### src/rtl/count_day.sv
`timescale 1ns/1ps
// -----------------------------------------------------------------------------
// count_day
//
// BCD day-of-month counter for the calendar chain. Sits between the hour stage
// (which supplies the one-cycle day-advance pulse en_d) and the month stage
// (which consumes pulse_d as its en_mo). The month length is derived from the
// month digits and the leap flag fed back from the month and year stages.
//
// Ports:
//   clk         in   system clock, all state updates on the rising edge
//   rst         in   synchronous reset, active-high; loads day 01
//   en_d        in   one-cycle day-advance pulse from the hour stage
//   adj         in   set mode: 1 = manual adjust, en_d ignored
//   up          in   one-cycle increment request (adj=1 only)
//   down        in   one-cycle decrement request (adj=1 only)
//   month_unit  in   current month units digit (BCD)
//   month_ten   in   current month tens digit (BCD)
//   leap        in   1 = current year is a leap year
//   day_unit    out  day units digit (BCD), registered
//   day_ten     out  day tens digit (BCD), registered
//   last_day    out  combinational: day equals the current month length
//   pulse_d     out  combinational: month-advance pulse to the month stage
// -----------------------------------------------------------------------------
module count_day #(
  parameter int MAX_DISPLAY_UNIT = 4,
  parameter int MAX_DISPLAY_TEN  = 2
) (
  input  logic                        clk,
  input  logic                        rst,
  input  logic                        en_d,
  input  logic                        adj,
  input  logic                        up,
  input  logic                        down,
  input  logic [3:0]                  month_unit,
  input  logic [1:0]                  month_ten,
  input  logic                        leap,
  output logic [MAX_DISPLAY_UNIT-1:0] day_unit,
  output logic [MAX_DISPLAY_TEN-1:0]  day_ten,
  output logic                        last_day,
  output logic                        pulse_d
);

  // Day value held as two BCD digits, exactly as displayed.
  logic [MAX_DISPLAY_UNIT-1:0] r_day_unit;
  logic [MAX_DISPLAY_TEN-1:0]  r_day_ten;

  // Binary view of the day. Six bits so that a corrupted digit pair
  // (e.g. 3 and 9) still reads as its true, out-of-range value and is
  // pulled back by the clamp rather than aliasing into the valid range.
  logic [5:0] w_day_bin;
  logic [5:0] w_day_inc;
  logic [5:0] w_day_dec;
  logic [5:0] w_days_max;
  logic       w_last_day;
  logic       w_clamp;
  logic [5:0] w_next_bin;
  logic [MAX_DISPLAY_UNIT-1:0] w_next_unit;
  logic [MAX_DISPLAY_TEN-1:0]  w_next_ten;
  logic [1:0] w_next_ten_raw;

  assign w_day_bin = 6'(r_day_ten) * 6'd10 + 6'(r_day_unit);
  assign w_day_inc = w_day_bin + 6'd1;
  assign w_day_dec = w_day_bin - 6'd1;

  // Month length. Anything that is not a valid month 01..12 falls through
  // to 31 so a glitched month input can never shorten the current month.
  // NOTE: every signal driven here gets a default first, so no path leaves
  // it unassigned and no latch is inferred.
  always_comb begin
    w_days_max = 6'd31;
    case (month_ten)
      2'd0: begin
        case (month_unit)
          4'd2:                w_days_max = leap ? 6'd29 : 6'd28;
          4'd4, 4'd6, 4'd9:    w_days_max = 6'd30;
          default:             w_days_max = 6'd31;
        endcase
      end
      2'd1: begin
        if (month_unit == 4'd1) begin
          w_days_max = 6'd30;
        end
      end
      default: w_days_max = 6'd31;
    endcase
  end

  assign w_last_day = (w_day_bin == w_days_max);

  // Day beyond the month end, typically because the month stage just moved
  // to a shorter month while the day sat at 29..31.
  assign w_clamp = (w_day_bin > w_days_max);

  // Next-day selection, priority clamp > adjust > count > hold. Reset is
  // applied in the register process and overrides all of these.
  always_comb begin
    w_next_bin = w_day_bin;
    if (w_clamp) begin
      w_next_bin = w_days_max;
    end else if (adj) begin
      if (up && !down) begin
        w_next_bin = w_last_day ? 6'd1 : w_day_inc;
      end else if (down && !up) begin
        // A day of 00 (never produced, only seen after an upset) also
        // wraps to the month end, like 01.
        w_next_bin = (w_day_bin <= 6'd1) ? w_days_max : w_day_dec;
      end
    end else if (en_d) begin
      // A day of 00 simply increments to 01 here with no month carry.
      w_next_bin = w_last_day ? 6'd1 : w_day_inc;
    end
  end

  // Binary to BCD split. w_next_bin is always within 1..31 here.
  always_comb begin
    w_next_ten_raw = 2'd0;
    if (w_next_bin >= 6'd30) begin
      w_next_ten_raw = 2'd3;
    end else if (w_next_bin >= 6'd20) begin
      w_next_ten_raw = 2'd2;
    end else if (w_next_bin >= 6'd10) begin
      w_next_ten_raw = 2'd1;
    end
  end

  assign w_next_ten  = MAX_DISPLAY_TEN'(w_next_ten_raw);
  assign w_next_unit = MAX_DISPLAY_UNIT'(w_next_bin - 6'(w_next_ten_raw) * 6'd10);

  // NOTE: state registers use non-blocking assignments so every register
  // samples the pre-edge values regardless of statement order.
  always_ff @(posedge clk) begin
    if (rst) begin
      r_day_ten  <= '0;
      r_day_unit <= MAX_DISPLAY_UNIT'(1);
    end else begin
      r_day_ten  <= w_next_ten;
      r_day_unit <= w_next_unit;
    end
  end

  assign day_unit = r_day_unit;
  assign day_ten  = r_day_ten;
  assign last_day = w_last_day;

  // Zero-latency carry: high during the cycle whose edge wraps the day to
  // 01, so the month stage advances on that same edge. Adjust and clamp
  // never carry.
  assign pulse_d = en_d & ~adj & w_last_day & ~w_clamp & ~rst;

endmodule
### config.mk
export PLATFORM = sky130hd
export DESIGN_NAME = count_day
export DESIGN_NICKNAME = d
export VERILOG_FILES = /design/src/rtl/count_day.sv
export SDC_FILE = /design/constraint.sdc
export NUM_CORES = 1
export LEC_CHECK = 0
export CAP_MARGIN = 20
export CORE_ASPECT_RATIO = 0.6
export CORE_UTILIZATION = 50
export CTS_BUF_LIST = sky130_fd_sc_hd__clkbuf_4 sky130_fd_sc_hd__clkbuf_8
export DETAILED_ROUTE_END_ITERATION = 8
export PLACE_DENSITY = 0.81
export SLEW_MARGIN = 20
export SYNTH_ARGS = -nofsm -noshare
export SYNTH_HDL_FRONTEND = slang
export SYNTH_SLANG_ARGS = --single-unit
### constraint.sdc
create_clock -name clk -period 4.4 [get_ports clk]
set_input_delay 0.66 -clock clk [delete_from_list [all_inputs] [get_ports clk]]
set_output_delay 0.66 -clock clk [all_outputs]
set_load 0.01 [all_outputs]
# == Word level (Yosys, flattened, before mapping) ==
# Cells that the tools add are included.
# word_totals
regBits,6
# classes
n_bitwise,7
reduce_logical,6
mux,14
eq_ne,7
order_cmp,5
mul,2
add_sub_neg,4
# ops
operator,n
6-bit 2-to-1 mux,7
"6-bit by 5-bit >= comparator with 1-bit output, second input constant",2
6-bit one-hot mux with 2 select lines,1
"4-bit by 3-bit == test with 1-bit output, second input constant",2
"6-bit by 1-bit adder with 6-bit output, second input constant",1
6-bit by 4-bit adder with 6-bit output,1
6-bit == test,1
"6-bit by 4-bit >= comparator with 1-bit output, second input constant",1
6-bit greater-than comparator,1
"6-bit by 1-bit <= comparator with 1-bit output, second input constant",1
"6-bit by 1-bit subtractor with 6-bit output, second input constant",1
"2-bit by 3-bit multiplier with 5-bit output, second input constant",1
1-bit AND,4
"4-bit by 1-bit == test with 1-bit output, second input constant",1
"4-bit by 2-bit == test with 1-bit output, second input constant",1
"4-bit == test, second input constant",1
2-bit 2-to-1 mux,2
2-bit one-hot mux with 2 select lines,1
4-bit subtractor,1
"2-bit by 3-bit multiplier with 3-bit output, second input constant",1
1-bit 2-to-1 mux,3
1-bit NOT,3
3-bit OR reduction,1
"2-bit by 1-bit == test with 1-bit output, second input constant",1
3 further kinds,5

# == Longest topological paths before layout ==
# depth
word_depth,15
depth_mapped,18
depth_no_buf,18

# == Worst setup path after synthesis ==
# Ideal clock, no wire load.
# synth_timing
kind,input to register
start,in month_ten[0]
end,"reg r_day_unit[3], in the netlist day_unit[3]"
setup_time_ps,72
required_ps,4328
stages,18
arrival_ps,3862
setup_slack_ps,466
cell_sequence,nor3_1 o21ai_0 a21o_1 ha_1 nand2_1 a2111oi_0 nor3_1 a211oi_1 o32a_1 mux2i_1 mux2_2 a21oi_2 ha_1 inv_1 fa_1 xor2_1 nand2b_1 mux2i_1
# synth_via
elab_chain_cells,13
word_cells_on_any_way,20
cone_classes,add/sub: 1; mul: 1; order compare: 4; eq/ne: 2; mux: 11; reduce/logical: 1
# synth_rtl
item,line,text
start: declaration,36,"input logic [1:0] month_ten,"
2-bit by 1-bit == test with 1-bit output / 2-bit logical NOT (equally long branches),72,case (month_ten)
6-bit one-hot mux with 2 select lines *,72,
6-bit == test / 6-bit 2-to-1 mux (equally long branches),"89, 107",
6-bit 2-to-1 mux (on tied branches),"103, 111, 104",
6-bit 2-to-1 mux (on tied branches),"109, 102",
6-bit 2-to-1 mux,101,end else if (adj) begin
6-bit 2-to-1 mux *,99,if (w_clamp) begin
6-bit by 4-bit >= comparator with 1-bit output,122,end else if (w_next_bin >= 6'd10) begin
1-bit 2-to-1 mux,122,
2-bit 2-to-1 mux,120,end else if (w_next_bin >= 6'd20) begin
2-bit 2-to-1 mux *,118,if (w_next_bin >= 6'd30) begin
net w_next_ten[0],59,logic [MAX_DISPLAY_TEN-1:0] w_next_ten;
2-bit by 3-bit multiplier with 3-bit output *,128,assign w_next_unit = MAX_DISPLAY_UNIT'(w_next_bin - 6'(w_next_ten_raw) * 6'd10);
4-bit subtractor *,128,
end signal: assignment,138,r_day_unit <= w_next_unit;
end: declaration,45,logic [MAX_DISPLAY_UNIT-1:0] r_day_unit;
# Mark *: on every way through the listed nets, which the timed path passes. The rest lies on a longest branch.
# A chain may end at the register's enable or synchronous reset.

# == Final worst setup path ==
# layout_timing
start,in month_unit[2]
end,"reg r_day_unit[3], in the netlist day_unit[3]"
# layout_via
elab_chain_cells,15
word_cells_on_any_way,26
cone_classes,add/sub: 1; mul: 1; order compare: 4; eq/ne: 6; mux: 13; reduce/logical: 1
# layout_rtl
item,line,text
start: declaration,35,"input logic [3:0] month_unit,"
4-bit by 3-bit == test with 1-bit output / 4-bit == test (equally long branches),74,case (month_unit)
3-bit OR reduction,74,
2-bit one-hot mux with 2 select lines,74,
6-bit one-hot mux with 2 select lines *,72,
6-bit == test / 6-bit 2-to-1 mux (equally long branches),"89, 107",
6-bit 2-to-1 mux (on tied branches),"103, 111, 104",
6-bit 2-to-1 mux (on tied branches),"109, 102",
6-bit 2-to-1 mux,101,
6-bit 2-to-1 mux *,99,
6-bit by 4-bit >= comparator with 1-bit output,122,
1-bit 2-to-1 mux,122,
2-bit 2-to-1 mux,120,
2-bit 2-to-1 mux *,118,
net w_next_ten[0],59,
2-bit by 3-bit multiplier with 3-bit output *,128,
4-bit subtractor *,128,
# Marks and branches as above.

==> impl_summary.log <==
[metrics] result of the run: finished clean
[metrics] post-placement cell area: 1493 um^2
[metrics] reg2reg path depth: 14
[metrics] Mean Syn Cell Area: 7.547 um^2
[metrics] library cell used as clock root buffer: clkbuf_8
[metrics] IO Pins: 21
[metrics] CP endpoint kind: flop
[metrics] clock-pin transition on the worst setup and hold timing paths: 0.04 ns
[metrics] Mapped Area: 1192 um^2
[metrics] shortest clock period the worst path allows after layout: 4.381 ns
[metrics] capturing point of the worst reg2reg path: day_unit[3]
[metrics] global-route wire length before repair: 6044 um
[metrics] number of flops mapped to enable cells by yosys: 0
[metrics] Ys Warns: 0
[metrics] critical-path maximum fanout: 4
[metrics] number of vias after detailed routing: 1468
[metrics] Static Leak: 0.7107 nW
[metrics] path class of the lowest-slack min-delay path: reg2reg
[metrics] WP buf/inv: 3
[metrics] worst path required time: 4.56 ns
[metrics] CP Launch Point: month_unit[2]
[metrics] router iterations before antenna repair: 5
[metrics] flop2flop setup slack: 0.24 ns
[metrics] maximum number of pins on one net before global-route repair: 15
[metrics] CTS Sinks: 6
[metrics] number of global-route vias before repair: 1243
[metrics] Max Clock Freq: 228.2 MHz
[metrics] number of buffers added by the clock tree synthesis step: 3
[metrics] total of fill cells in the finished design: 167
[metrics] nets in the synthesized netlist: 182
[metrics] clock tree from TritonCTS: done
[metrics] Detailed Route WL: 4283 um
[metrics] Final GP Congestion: 1.000
[metrics] number of max-slew violations in the final report: 0
[metrics] WL/cell: 19.29 um
[metrics] critical path startpoint category: input port
[metrics] Tot GR Track Use: 31.87%
[metrics] data arrival time at the worst-slack endpoint: 4.54 ns
[metrics] cell count along the critical path: 20
[metrics] number of instances in the synthesized netlist: 158
[metrics] sequential element share of the synthesized area: 10.07%
[metrics] setup tns final: 0 ns
[metrics] primary flip-flop cell chosen by synthesis mapping: dfxtp_1
[metrics] Pwr Total: 0.001099 W
[metrics] vertical extent of the die: 39.83 um
[metrics] worst supply voltage drop on vdd: 504.5 uV
[metrics] slowest cell on the critical path: clkdlybuf4s50_1
[metrics] share of final-layout standard cells stronger than drive strength 1: 25.52%
[metrics] Setup Viol. Count Final: 0
[metrics] Finished Cell Area: 1667 um^2
[metrics] clock skew after layout: 0.003417 ns
[metrics] Rel. slew slack: 56.40%
[metrics] number of flip-flops and latches in the synthesized netlist: 6
[metrics] Netlist cell types: 57
[metrics] count of input and output buffers: 20
[metrics] ANT nets after route: 0
[metrics] number of violations of the max-capacitance limit: 0
[metrics] capturing element of the worst setup path: day_unit[3]
[metrics] 1st-iter DRT viols: 211
[metrics] ANT cells: 0
[metrics] stage delay of the slowest cell on the critical path: 0.45 ns
[metrics] Cell Rows: 13
[metrics] effective utilization at floorplan: 53.90%
[metrics] final routed DRC violation total: 0
[metrics] cell repeated most along the worst path: mux2i_1
[metrics] number of H-tree levels: 1
[metrics] per-cell via count in the routed design: 6.613
[metrics] Detailed Place HPWL: 3076 um
[metrics] antenna violations before repair: 0
[metrics] count of final hold-check violations: 0
[metrics] horizontal die dimension: 65.05 um
[metrics] CTS Hold Bufs: 0
[metrics] clock latency on the worst-skew pair: 0.23 ns
[metrics] power density relative to cell area: 659.4 nW/um^2
[metrics] type of the worst setup path: in2reg
[metrics] gate family responsible for the most delay along the worst path: compound AO/OA/AOI/OAI gates
[metrics] Tightest Pin Transition: 0.6520 ns
[metrics] growth of design area from synthesis to finish: 39.77%
[metrics] number of nets in the layout: 218
[metrics] fraction of the cycle the final worst path needs: 99.58%
[metrics] Remaining Overflow, GRT: 0
[metrics] Layout Utilization: 75.34%
[metrics] Core Footprint: 2212 um^2
[metrics] maximum count of clock buffers along a single path: 2
[metrics] Critical Path, Cell by Cell: clkdlybuf4s50_1 -> nor2_1 -> nand3_1 -> a21o_1 -> ha_4 -> buf_4 -> nand2_2 -> a2111oi_4 -> nor3_2 -> nor3_1 -> o32a_1 -> mux2i_1 -> mux2_2 -> a21oi_2 -> ha_1 -> inv_1 -> fa_2 -> xor2_2 -> nand2b_1 -> mux2i_1
[metrics] die area: 2590 um^2
[metrics] async set-reset flop share out of synthesis: 0%
[metrics] Worst R2R Start: day_ten[0]
-- logic make-up after synthesis --
| group | count (synthesis) | synth area share (%) |
|---|---|---|
| simple gates | 64 | 27.07 |
| compound gates | 53 | 36.52 |
| buf+inv | 16 | 5.456 |
| fa+ha+maj | 11 | 12.80 |
| flops | 6 | 10.07 |
| xor+xnor | 4 | 4.198 |
| mux | 4 | 3.882 |
-- worst reg2reg max path, stage by stage, from the launching register on --
cell      delay (ns)
dfxtp_1         0.34
ha_1            0.60
nand3_1         0.32
a21boi_2        0.32
o211a_2         0.31
nor3_1          0.07
o32ai_1         0.56
mux2_2          0.42
a21oi_2         0.16
ha_1            0.17
inv_1           0.05
fa_2            0.35
xor2_2          0.16
nand2b_1        0.15
mux2i_1         0.11
-- repair_timing --
| item | CTS | global route |
|---|---|---|
| setup endpoints to repair | 2 | 2 |
| resized for setup | 6 | 16 |
| pin swaps | 2 | 13 |
| setup buffers | 1 | 4 |
-- layout make-up --
class	count	area (um^2)	area share [%]
multi-input combinational	136	1091	65.47
timing repair buffer	37	337.8	20.27
clock buffer	3	41.29	2.477
sequential	6	121.4	7.282
inverter	10	37.54	2.252
tap	30	37.54	2.252
-- stage by stage --
step / setup WS [ns] / cells / hold slack [ns]
5_1_grt: -0.04088 / 222 / 0.9377
4_1_cts: 0.0008975 / 218 / 0.8835
6_report: 0.01863 / 222 / 0.9048
3_3_place_gp: -0.3334 / 214 / 0.8664
3_5_place_dp: -0.4853 / 214 / 0.8737
2_1_floorplan: 0.4665 / 158 / 0.7267
-- state kept, by name, indices dropped and copies added (netlist names) --
signal and cells:
day_unit 4, day_ten 2
-- cells in the mapped netlist, drive strengths merged (4+ instances only) --
| cell | number | area [um^2] |
|---|---|---|
| nor2 | 16 | 67.56 |
| dfxtp | 6 | 120.1 |
| a21oi | 12 | 78.83 |
| nor3 | 8 | 40.04 |
| clkbuf | 4 | 15.01 |
| nand3 | 7 | 35.03 |
| ha | 9 | 112.6 |
| o31ai | 4 | 35.03 |
| inv | 10 | 37.54 |
| o21ai | 8 | 43.79 |
| a211oi | 4 | 40.03 |
| nand4 | 5 | 31.28 |
| nand2 | 11 | 41.29 |
| nor2b | 6 | 37.54 |
-- how the worst min path moves through the flow --
stage	start	endpoint	slack, ns	cells after the start
6_report	day_unit[0]	day_unit[0]	0.90	2
5_1_grt	day_unit[0]	day_unit[0]	0.94	2
4_1_cts	day_unit[0]	day_unit[0]	0.88	2
3_5_place_dp	day_unit[0]	day_unit[0]	0.87	2
3_3_place_gp	day_unit[0]	day_unit[0]	0.87	2
2_1_floorplan	rst	day_unit[1]	0.73	1
-- power breakdown --
part           leakage [nW]  internal (W)  switching [W]
Clock                0.0216     0.0000589      0.0000253
Sequential           0.0501     0.0000765      0.0000337
Combinational         0.639      0.000396       0.000508
Total                 0.711      0.000532       0.000567
-- per-layer routing --
metal  vias to the layer above  global-route usage (%)  wire length [um]
met1                       656                   42.81              1762
li1                        668                       -                 -
met2                       125                   50.00              1856
met4                         0                   4.891                97
met3                        19                   10.76               566
met5                         -                       0                 0
-- cells in the final DEF (no fill, tap or decap), drive strengths merged, types with 3 or more instances in the layout --
master / n
ha: 9
buf: 17
dlymetal6s2s: 4
clkbuf: 3
dfxtp: 6
nand2b: 3
nand2: 11
nand3: 7
nor2b: 6
a211oi: 4
nand4: 5
nor2: 16
nor3: 8
a21oi: 12
o31ai: 4
a21o: 3
inv: 10
clkdlybuf4s50: 16
o21ai: 8
xor2: 3
Power figures use the tool's default switching activity.
